===== config.mk =====
export PLATFORM = sky130hd
export DESIGN_NAME = contador_updown_param_flat
export DESIGN_NICKNAME = d
export VERILOG_FILES = /design/src/rtl/contador_updown_param_if.sv /design/src/rtl/contador_updown_param.sv /design/src/flat_wrapper.sv
export SDC_FILE = /design/constraint.sdc
export NUM_CORES = 1
export LEC_CHECK = 0
export ABC_AREA = 1
export CORE_UTILIZATION = 41
export DETAILED_ROUTE_END_ITERATION = 10
export PLACE_DENSITY = 0.71
export SKIP_LAST_GASP = 1
export SLEW_MARGIN = 20
export SYNTH_ARGS = -nofsm -noshare
export SYNTH_HDL_FRONTEND = slang
export SYNTH_SLANG_ARGS = --single-unit

===== constraint.sdc =====
create_clock -name clk -period 1.4 [get_ports clk]
set_input_delay 0.28 -clock clk [delete_from_list [all_inputs] [get_ports clk]]
set_output_delay 0.28 -clock clk [all_outputs]
set_load 0.05 [all_outputs]

===== src/rtl/contador_updown_param_if.sv =====
// Control/status bundle for the parametrised up/down counter.
// The master side drives the requests; the slave side (the counter) returns the count and flags.
interface contador_updown_param_if #(
   parameter int unsigned WIDTH = 8
);
   logic             en;
   logic             acrescer;
   logic             decrecer;
   logic             load;
   logic [WIDTH-1:0] load_val;
   logic [WIDTH-1:0] saida;
   logic             ovf;
   logic             unf;
   logic             at_max;
   logic             at_min;

   modport master (
      output en, acrescer, decrecer, load, load_val,
      input  saida, ovf, unf, at_max, at_min
   );

   modport slave (
      input  en, acrescer, decrecer, load, load_val,
      output saida, ovf, unf, at_max, at_min
   );
endinterface


===== src/rtl/contador_updown_param.sv =====
// Parametrised up/down counter with wrap or saturate at [MIN_VAL, MAX_VAL].
// Priority: reset > load > count > hold. All arithmetic is done one bit wider than
// the count so that bound crossings are detected explicitly, never by native wrap.
module contador_updown_param #(
   parameter int unsigned     WIDTH     = 8,
   parameter longint unsigned RESET_VAL = 106,
   parameter longint unsigned MIN_VAL   = 0,
   parameter longint unsigned MAX_VAL   = (64'd1 << WIDTH) - 64'd1,
   parameter longint unsigned STEP      = 1,
   parameter bit              SATURATE  = 1'b0
) (
   input  logic                    clk,
   input  logic                    rst_n,
   contador_updown_param_if.slave  bus
);

   localparam logic [WIDTH:0]   MIN_W   = (WIDTH+1)'(MIN_VAL);
   localparam logic [WIDTH:0]   MAX_W   = (WIDTH+1)'(MAX_VAL);
   localparam logic [WIDTH:0]   STEP_W  = (WIDTH+1)'(STEP);
   // Size of the count range; MAX_VAL-MIN_VAL+1 never exceeds 2**WIDTH, so it fits.
   localparam logic [WIDTH:0]   RANGE_W = MAX_W - MIN_W + 1'b1;
   // Smallest value from which a plain decrement stays in range.
   localparam logic [WIDTH:0]   DEC_LIM = MIN_W + STEP_W;
   localparam logic [WIDTH-1:0] RST_V   = WIDTH'(RESET_VAL);
   localparam logic [WIDTH-1:0] MIN_V   = WIDTH'(MIN_VAL);
   localparam logic [WIDTH-1:0] MAX_V   = WIDTH'(MAX_VAL);

   logic [WIDTH:0]   cur;
   logic [WIDTH:0]   lv;
   logic [WIDTH:0]   sum;
   logic [WIDTH-1:0] nxt;
   logic             nxt_ovf;
   logic             nxt_unf;

   // Next count and event flags: load clamps, count wraps or saturates at the bounds.
   always_comb begin
      cur     = {1'b0, bus.saida};
      lv      = {1'b0, bus.load_val};
      sum     = cur + STEP_W;
      nxt     = bus.saida;
      nxt_ovf = 1'b0;
      nxt_unf = 1'b0;
      if (bus.load) begin
         if (lv < MIN_W)      nxt = MIN_V;
         else if (lv > MAX_W) nxt = MAX_V;
         else                 nxt = bus.load_val;
      end else if (bus.en && (bus.acrescer ^ bus.decrecer)) begin
         if (bus.acrescer) begin
            if (sum <= MAX_W) begin
               nxt = WIDTH'(sum);
            end else begin
               nxt_ovf = 1'b1;
               nxt     = SATURATE ? MAX_V : WIDTH'(sum - RANGE_W);
            end
         end else begin
            if (cur >= DEC_LIM) begin
               nxt = WIDTH'(cur - STEP_W);
            end else begin
               nxt_unf = 1'b1;
               nxt     = SATURATE ? MIN_V : WIDTH'(cur + RANGE_W - STEP_W);
            end
         end
      end
   end

   // Count and event-pulse registers; synchronous reset drops any pending request.
   always_ff @(posedge clk) begin
      if (!rst_n) begin
         bus.saida <= RST_V;
         bus.ovf   <= 1'b0;
         bus.unf   <= 1'b0;
      end else begin
         bus.saida <= nxt;
         bus.ovf   <= nxt_ovf;
         bus.unf   <= nxt_unf;
      end
   end

   assign bus.at_max = (bus.saida == MAX_V);
   assign bus.at_min = (bus.saida == MIN_V);

endmodule


===== src/flat_wrapper.sv =====
// flat-port wrapper written by rule: the top's interface ports become plain ports
module contador_updown_param_flat 
#(
   parameter int unsigned     WIDTH     = 8,
   parameter longint unsigned RESET_VAL = 106,
   parameter longint unsigned MIN_VAL   = 0,
   parameter longint unsigned MAX_VAL   = (64'd1 << WIDTH) - 64'd1,
   parameter longint unsigned STEP      = 1,
   parameter bit              SATURATE  = 1'b0
)
  (clk, rst_n, bus_en, bus_acrescer, bus_decrecer, bus_load, bus_load_val, bus_saida, bus_ovf, bus_unf, bus_at_max, bus_at_min);
  contador_updown_param_if #(.WIDTH(WIDTH)) bus_i ();
  input  logic clk;
  input  logic rst_n;
  input wire logic [$bits(bus_i.en)-1:0] bus_en;
  input wire logic [$bits(bus_i.acrescer)-1:0] bus_acrescer;
  input wire logic [$bits(bus_i.decrecer)-1:0] bus_decrecer;
  input wire logic [$bits(bus_i.load)-1:0] bus_load;
  input wire logic [$bits(bus_i.load_val)-1:0] bus_load_val;
  output wire logic [$bits(bus_i.saida)-1:0] bus_saida;
  output wire logic [$bits(bus_i.ovf)-1:0] bus_ovf;
  output wire logic [$bits(bus_i.unf)-1:0] bus_unf;
  output wire logic [$bits(bus_i.at_max)-1:0] bus_at_max;
  output wire logic [$bits(bus_i.at_min)-1:0] bus_at_min;
  assign bus_i.en = bus_en;
  assign bus_i.acrescer = bus_acrescer;
  assign bus_i.decrecer = bus_decrecer;
  assign bus_i.load = bus_load;
  assign bus_i.load_val = bus_load_val;
  assign bus_saida = bus_i.saida;
  assign bus_ovf = bus_i.ovf;
  assign bus_unf = bus_i.unf;
  assign bus_at_max = bus_i.at_max;
  assign bus_at_min = bus_i.at_min;
  contador_updown_param #(.WIDTH(WIDTH), .RESET_VAL(RESET_VAL), .MIN_VAL(MIN_VAL), .MAX_VAL(MAX_VAL), .STEP(STEP), .SATURATE(SATURATE)) u_core (.clk(clk), .rst_n(rst_n), .bus(bus_i));
endmodule

==> impl_results.md, run 1 <==
- Total number of placement rows: 16
- CTS HTree Levels: 1
- Launch instance of the worst min-delay path: u_core.bus.saida[4]
- Post-route insts no fill: 230
- Worst supply voltage drop on vdd: 0.000777 V
- Origin of the critical flop-to-flop path: u_core.bus.saida[1]
- Transition time of the tightest slew-check pin: 0.390 ns
- Max Clk Rate: 0.561 GHz
- Violations in the final reports: setup timing
- Setup crit end kind: flip-flop
- Area share of the leading cell type in the synthesized netlist: 0.234
- Share of synthesized flip-flops with an asynchronous set or reset: 0
- Count of unresolved DRC violations after routing: 0
- Overall power after layout: 1120 µW
- Estimated wirelength of the detail-placed design: 2.34 mm
- Count of distinct cell types in the synthesized netlist: 24
- Count of routing violations after the opening detailed-route iteration: 59
- Cells taking the most area after synthesis: sky130_fd_sc_hd__dfxtp_1 23%, sky130_fd_sc_hd__nand2_1 14%, sky130_fd_sc_hd__nand3_1 8.2%
- Hold Crit Class: flip-flop to flip-flop
- Combined area of all synthesized cells: 856 µm²
- Max-Cap Viols: 0
- Seq/Total Area, Yosys: 0.234
- Highest fanout seen on the critical path: 4
- Worst clock skew on the final layout: 0.00598 ns
- Destination of the worst hold path: u_core.bus.saida[4]
- Vias per cell: 5.73
- Number of hold violations in the final report: 0
- Number of antenna violations at the first check in global routing: 0
- Die Footprint: 2270 µm²
- Fraction of final layout cells with drive strength greater than 1: 0.414
- Simple-gate portion of the synthesized area: 0.365
- Number of nets still failing antenna checks after routing: 0
- Number of synthesized register bits: 10
- Buffers from clock root to sink, at most: 2
- Complex-gate fraction of the synthesized area: 0.162
- Syn-to-layout area delta: 101%
- Width of the die: 47.7 µm
- Number of diodes: 0
- Top cell type by total area after synthesis: sky130_fd_sc_hd__dfxtp_1
- Multiplexer share of the synthesized area: 0
- Cell at the root of the clock tree: sky130_fd_sc_hd__clkbuf_4
- Post-route worst setup slack: -0.381 ns
- Number of global-route vias before repair: 1,081
- Latest clock arrival within the worst-skew pair: 0.28 ns
- Result of the run: finished, violations left
- Worst reg2reg path endpoint: u_core.bus.ovf
- Routability cong.: 0.889
- Hold Crit Depth: 2
- Number of placed cells counting well taps: 213
- Post-synthesis net count: 157
- Post-Synth XOR/XNOR Area: 0.0512
- Initial core utilization: 0.436
- Yosys warning count: 0
- Type of the worst setup path: flip-flop to flip-flop
- PD cells: 651 nW/µm²
- Total wire length after detailed routing: 4.00 mm
- LEAKAGE: 0.000771 µW
- Number of top-level design ports: 26
- Share of synthesized cell area in full adder, half adder and majority cells: 0.0731
- Number of max-slew violations in the final report: 0
- Data arrival time of the critical path: 1.99 ns
- Number of fill cells in the layout: 108
- Register-to-register setup slack: -0.38 ns
- Final number of setup-violating endpoints: 13
- Remaining Overflow, GRT: 0
- TritonCTS clock tree: yes
- Buffers on Ports: 25
- Net count, final: 223
- Maximum number of pins on one net before global-route repair: 10
- Time the worst path needs with I/O delays and setup: 1.78 ns
- Setup repair after global routing missed its margin: yes
- Wire per inst: 17.4 µm
- Leading post-synthesis cells by instance count: 32 x sky130_fd_sc_hd__nand2_1, 18 x sky130_fd_sc_hd__inv_1, 18 x sky130_fd_sc_hd__nor2_1
- Most instantiated library cell after synthesis: sky130_fd_sc_hd__nand2_1
- Cell count of the worst reg-to-reg path: 8
- Number of clock sinks seen by CTS: 10
- Headroom to the max-slew limit: 0.739
- Required arrival time at the worst endpoint: 1.61 ns
- Predominant post-synthesis flop cell: sky130_fd_sc_hd__dfxtp_1
- Post-Synthesis Cells: 138
- Post-route clock period utilization: 1.27
- Total clock buffers created by CTS: 3
- First-pass GRT wire length: 4.66 mm
- Avg Synthesized Cell Area: 6.20 µm²
- Die Span Y: 47.7 µm
- Launching element type of the critical path: flip-flop
- DR pass1 iterations: 4
- Core Box Area: 1960 µm²
- Global routing usage summed across all routing layers: 0.295
- Number of enable flip-flop cells after synthesis: 0
- Total via count after detailed routing: 1,319
- Worst-path clk slew: 0.07 ns
- Main combinational cell family by area after synthesis: simple AND/OR/NAND/NOR gates
-- kinds of logic (layout without fill, tap and decap cells) --
family,count (synthesis),count (layout)
and+or+nand+nor,73,73
AOI/OAI and AO/OA,24,24
buffers and inverters,21,86
xor gates and xnor gates,5,5
DFF,10,10
adders and majority gates,5,5
-- state kept, by name (all words and copies together), names as in the netlist --
register          cells
u_core.bus.ovf        1
u_core.bus.saida      8
u_core.bus.unf        1
-- layout make-up --
class | instances | area (µm²) | share of cell area
Inverter | 18 | 78.8 | 0.0459
Clock inverter | 1 | 3.75 | 0.00218
Timing Repair Buffer | 64 | 678 | 0.395
Clock buffer | 3 | 22.5 | 0.0131
Sequential cell | 10 | 224 | 0.130
Tap cell | 27 | 33.8 | 0.0197
Multi-Input combinational cell | 107 | 677 | 0.394
-- routing by layer --
layer,vias to the layer above,GRT usage,routed length [µm]
met5,-,0,0
met4,0,0.183,196
met3,34,0.0340,203
met2,76,0.495,2040
met1,622,0.358,1560
li1,587,-,-
-- cells in the final DEF (no fill, tap or decap), drive strengths merged, types with 3 or more instances in the layout --
| cell | n |
|---|---|
| buf | 51 |
| nand2 | 32 |
| nor2 | 19 |
| inv | 15 |
| nand3 | 14 |
| clkdlybuf4s50 | 13 |
| a21oi | 10 |
| dfxtp | 10 |
| o21ai | 8 |
| ha | 5 |
| nand4 | 4 |
| xor2 | 4 |
| clkinvlp | 3 |
| o211ai | 3 |
| clkbuf | 3 |
-- what timing repair did --
action / CTS / global route
hold buffers: 0 / 0
resized for setup: 16 / 14
endpoints found under the setup margin: 8 / 12
pin swaps: 5 / 9
buffers inserted: 5 / 8
hold endpoints to repair: 0 / 0
-- worst max-delay path by stage --
stage | startpoint | to | slack [ns] | depth (start not counted)
CTS | u_core.bus.saida[1] | bus_at_max | -0.31 | 8
floorplan | u_core.bus.saida[0] | bus_at_max | -0.16 | 7
detailed placement | bus_acrescer | u_core.bus.saida[0] | -0.19 | 7
finish | u_core.bus.saida[1] | u_core.bus.ovf | -0.38 | 8
global placement | u_core.bus.saida[0] | u_core.bus.unf | -0.15 | 6
global route | u_core.bus.saida[0] | u_core.bus.saida[2] | -0.46 | 9
-- critical path: stages (launching register included) --
cell and delay [ns]:
sky130_fd_sc_hd__dfxtp_4 0.36, sky130_fd_sc_hd__buf_4 0.12, sky130_fd_sc_hd__buf_4 0.11, sky130_fd_sc_hd__buf_4 0.14, sky130_fd_sc_hd__nand3_1 0.15, sky130_fd_sc_hd__nor2_1 0.23, sky130_fd_sc_hd__xor2_1 0.28, sky130_fd_sc_hd__nand4_1 0.16
sky130_fd_sc_hd__a21oi_1 0.17
-- where the power goes --
part	switching, µW	internal, µW
combinational	296	269
clock	112	103
sequential	35.1	303
-- per-stage QoR --
stage	setup TNS (ns)	instance area (µm²)	util	setup WS, ns	hold slack [ns]
after floorplan	-0.191	911	-	-0.155	0.378
after global placement	-0.829	1480	0.754	-0.150	0.491
after detailed placement	-1.56	1480	0.754	-0.185	0.497
after CTS	-1.42	1610	0.820	-0.305	0.509
after global routing	-4.30	1720	0.876	-0.462	0.528
final	-2.77	1720	0.876	-0.381	0.514
Power figures use the tool's default switching activity.
==> run 2, diff against run 1 <==
Settings changed: CORE_UTILIZATION 41 to 55, DONT_BUFFER_PORTS set to 1, GPL_ROUTABILITY_DRIVEN set to 0, PLACE_DENSITY 0.71 to 0.7.
==> run 2 against run 1 <==
Net effect: the run still ends with setup timing left; core utilization rose by 5.1 points; sequential share of layout area rose by 4.7 points; routed wire length fell by 2.2%; largest power group unchanged; sequential power rose by 1%.
==> impl_results.md, run 2 (synthesis results as in run 1) <==
- Required arrival time at the worst endpoint: 1.62 ns (about the same)
- Syn-to-layout area delta: 48.0%
- Area of combinational cells with multiple inputs: 667 µm² (-1.5%)
- Setup crit end kind: flip-flop
- Launch instance of the worst min-delay path: bus_load
- Wire per inst: 21.1 µm (+22%)
- Total wire length after detailed routing: 3.91 mm (-2.2%)
- Final standard cell utilization of the core: 0.927 (+0.0511)
- Setup repair after global routing missed its margin: yes
- Origin of the critical flop-to-flop path: u_core.bus.saida[0]
- Buffers from clock root to sink, at most: 2 (unchanged)
- Hold Crit Depth: 2 (unchanged)
- PD cells: 785 nW/µm² (+21%)
- Number of clock sinks seen by CTS: 10 (unchanged)
- Violations in the final reports: setup timing
- Total clock buffers created by CTS: 3 (unchanged)
- Share of power burned in registers: 0.345 (+0.043)
- Combinational share of power: 0.423 (-0.083)
- Final number of setup-violating endpoints: 10 (-3)
- Total number of placement rows: 13 (-3)
- Count of routing violations after the opening detailed-route iteration: 160 (+170%)
- Flip-flop count of the largest register after layout: 8 (unchanged)
- Post-route worst setup slack: -0.351 ns (+0.0300 ns)
- Cell at the root of the clock tree: sky130_fd_sc_hd__clkbuf_4
- Headroom to the max-slew limit: 0.681 (-0.0578)
- Number of global-route vias before repair: 1,025 (-5.2%)
- Die Footprint: 1720 µm² (-24%)
- Most common cell after layout, fill and taps aside: sky130_fd_sc_hd__buf_4
- First-pass GRT wire length: 5.02 mm (+7.9%)
- Initial core utilization: 0.626 (+0.190)
- Maximum number of pins on one net before global-route repair: 13 (+3)
- Total cell area at the placement stage: 1100 µm² (-26%)
- Max Clk Rate: 0.571 GHz (+1.7%)
- LEAKAGE: 0.000585 µW (-24%)
- Post-route clock period utilization: 1.25 (-0.0215)
- Worst supply voltage drop on vdd: 0.000605 V (-22%)
- Clk network pwr share: 0.233 (+0.041)
- Number of hold violations in the final report: 0 (unchanged)
- Most frequent cells in the layout: 29 x sky130_fd_sc_hd__buf_4, 25 x sky130_fd_sc_hd__nand2_1, 15 x sky130_fd_sc_hd__inv_1
- Net Sw Frac: 0.426 (+0.0302)
- Time the worst path needs with I/O delays and setup: 1.75 ns (-0.0300 ns)
- TritonCTS clock tree: yes
- Fraction of final layout cells with drive strength greater than 1: 0.371 (-0.0432)
- Cell count of the worst reg-to-reg path: 10 (+2)
- Die Span Y: 41.4 µm (-13%)
- Worst hold margin: 0.130 ns (-0.385 ns)
- Biggest register: u_core.bus.saida
- Launching element type of the critical path: flip-flop
- Max-Cap Viols: 0 (unchanged)
- Highest fanout seen on the critical path: 2 (-2)
- Number of top-level design ports: 26 (unchanged)
- Remaining Overflow, GRT: 0 (unchanged)
- Result of the run: finished, violations left
- Worst clock skew on the final layout: 0.000842 ns (-0.00514 ns)
- Transition time of the tightest slew-check pin: 0.477 ns (+0.0874 ns)
- Latest clock arrival within the worst-skew pair: 0.28 ns (about the same)
- Worst reg2reg path endpoint: u_core.bus.ovf
- Post-place setup slack: -0.0646 ns (+0.121 ns)
- Total Neg Setup Slack: -2.40 ns (+0.378 ns)
- Core Box Area: 1370 µm² (-30%)
- FF+latch area: 224 µm² (unchanged)
- Estimated wirelength of the detail-placed design: 1.86 mm (-20%)
- Non-Filler Cell Area, Final: 1270 µm² (-26%)
- Number of hold-repair buffers added at the cts stage: 0 (unchanged)
- Global routing usage summed across all routing layers: 0.388 (+0.0923)
- Total via count after detailed routing: 1,312 (-0.53%)
- Number of nets still failing antenna checks after routing: 0 (unchanged)
- Number of diodes: 0 (unchanged)
- Type of the worst setup path: flip-flop to flip-flop
- Count of unresolved DRC violations after routing: 0 (unchanged)
- Sw power: 424 µW (-4.4%)
- Register-to-register setup slack: -0.35 ns (+0.03 ns)
- Biggest registers after layout: u_core.bus.saida: 8 flops, u_core.bus.ovf: 1 flops, u_core.bus.unf: 1 flops
- Vias per cell: 7.09 (+24%)
- Power Internal: 571 µW (-16%)
- CTS HTree Levels: 1 (unchanged)
- Buffers on Ports: 0 (-100%)
- Destination of the worst hold path: u_core.bus.saida[1]
- Number of max-slew violations in the final report: 0 (unchanged)
- Number of antenna violations at the first check in global routing: 0 (unchanged)
- Width of the die: 41.4 µm (-13%)
- Data arrival time of the critical path: 1.97 ns (-0.02 ns)
- Worst-path clk slew: 0.07 ns (about the same)
- Number of fill cells in the layout: 54 (-50%)
- Net count, final: 190 (-15%)
- DR pass1 iterations: 6 (+2)
- Hold Crit Class: input pin to flip-flop
==> run 2: cell types whose count changed in the layout (fill, tap and decap cells not counted), moves of 2 or more <==
cell,previous run,this run
sky130_fd_sc_hd__clkdlybuf4s50_1,13,0
sky130_fd_sc_hd__buf_12,12,1
sky130_fd_sc_hd__buf_4,35,29
sky130_fd_sc_hd__buf_6,4,1
sky130_fd_sc_hd__clkinvlp_4,3,1
sky130_fd_sc_hd__inv_6,0,2
sky130_fd_sc_hd__nand2_1,27,25
sky130_fd_sc_hd__nand2_2,4,6
==> run 2: routing by layer <==
layer  part of all wire  up-vias  track usage
li1                   -      521            -
met1               0.34      575        0.489
met2               0.42      154        0.606
met3               0.13       62       0.0826
met4               0.11        0        0.219
met5                  0        -            0
==> run 2: layout make-up <==
| type | instances | area share |
|---|---|---|
| multi-input cells | 107 | 0.527 |
| repair buffers | 31 | 0.197 |
| flip-flops and latches | 10 | 0.177 |
| inverters | 18 | 0.0642 |
| clock buffers | 4 | 0.0208 |
| well taps | 15 | 0.0148 |
==> run 2: repair_timing <==
item | in CTS | in global routing
pin swaps | 7 | 5
setup buffers | 4 | 2
setup endpoints to repair | 6 | 11
resized for setup | 16 | 14
==> run 2: worst max-delay path by stage <==
stage / startpoint / end / slack (ns) / depth (start not counted)
3_5_place_dp: u_core.bus.saida[0] / u_core.bus.saida[4] / -0.06 / 9
6_report: u_core.bus.saida[0] / u_core.bus.ovf / -0.35 / 10
4_1_cts: u_core.bus.saida[0] / bus_at_max / -0.35 / 7
3_3_place_gp: u_core.bus.saida[0] / u_core.bus.ovf / -0.03 / 8
2_1_floorplan: u_core.bus.saida[0] / bus_at_max / -0.16 / 7
5_1_grt: u_core.bus.saida[1] / u_core.bus.ovf / -0.40 / 9
==> run 2: critical path, cell delays in order, from the launching register on <==
cell	delay, ns
sky130_fd_sc_hd__dfxtp_4	0.36
sky130_fd_sc_hd__ha_4	0.17
sky130_fd_sc_hd__nand2_4	0.08
sky130_fd_sc_hd__nor2_4	0.04
sky130_fd_sc_hd__buf_4	0.12
sky130_fd_sc_hd__buf_4	0.13
sky130_fd_sc_hd__inv_1	0.04
sky130_fd_sc_hd__nand2_1	0.09
sky130_fd_sc_hd__nor3_1	0.27
sky130_fd_sc_hd__nand4_1	0.20
sky130_fd_sc_hd__a21oi_1	0.17
==> run 2: through the flow <==
step,instances,power (µW)
4_1_cts,183,922
3_3_place_gp,175,655
2_1_floorplan,138,558
5_1_grt,185,1020
3_5_place_dp,175,664
6_report,185,994
==> run 2: power by group through the flow <==
| stage | combinational (µW) | sequential, µW | clock, µW |
|---|---|---|---|
| 2_1_floorplan | 160 | 398 | 0 |
| 3_3_place_gp | 315 | 341 | 0 |
| 3_5_place_dp | 323 | 341 | 0 |
| 4_1_cts | 361 | 333 | 228 |
| 5_1_grt | 440 | 343 | 241 |
| 6_report | 420 | 343 | 231 |
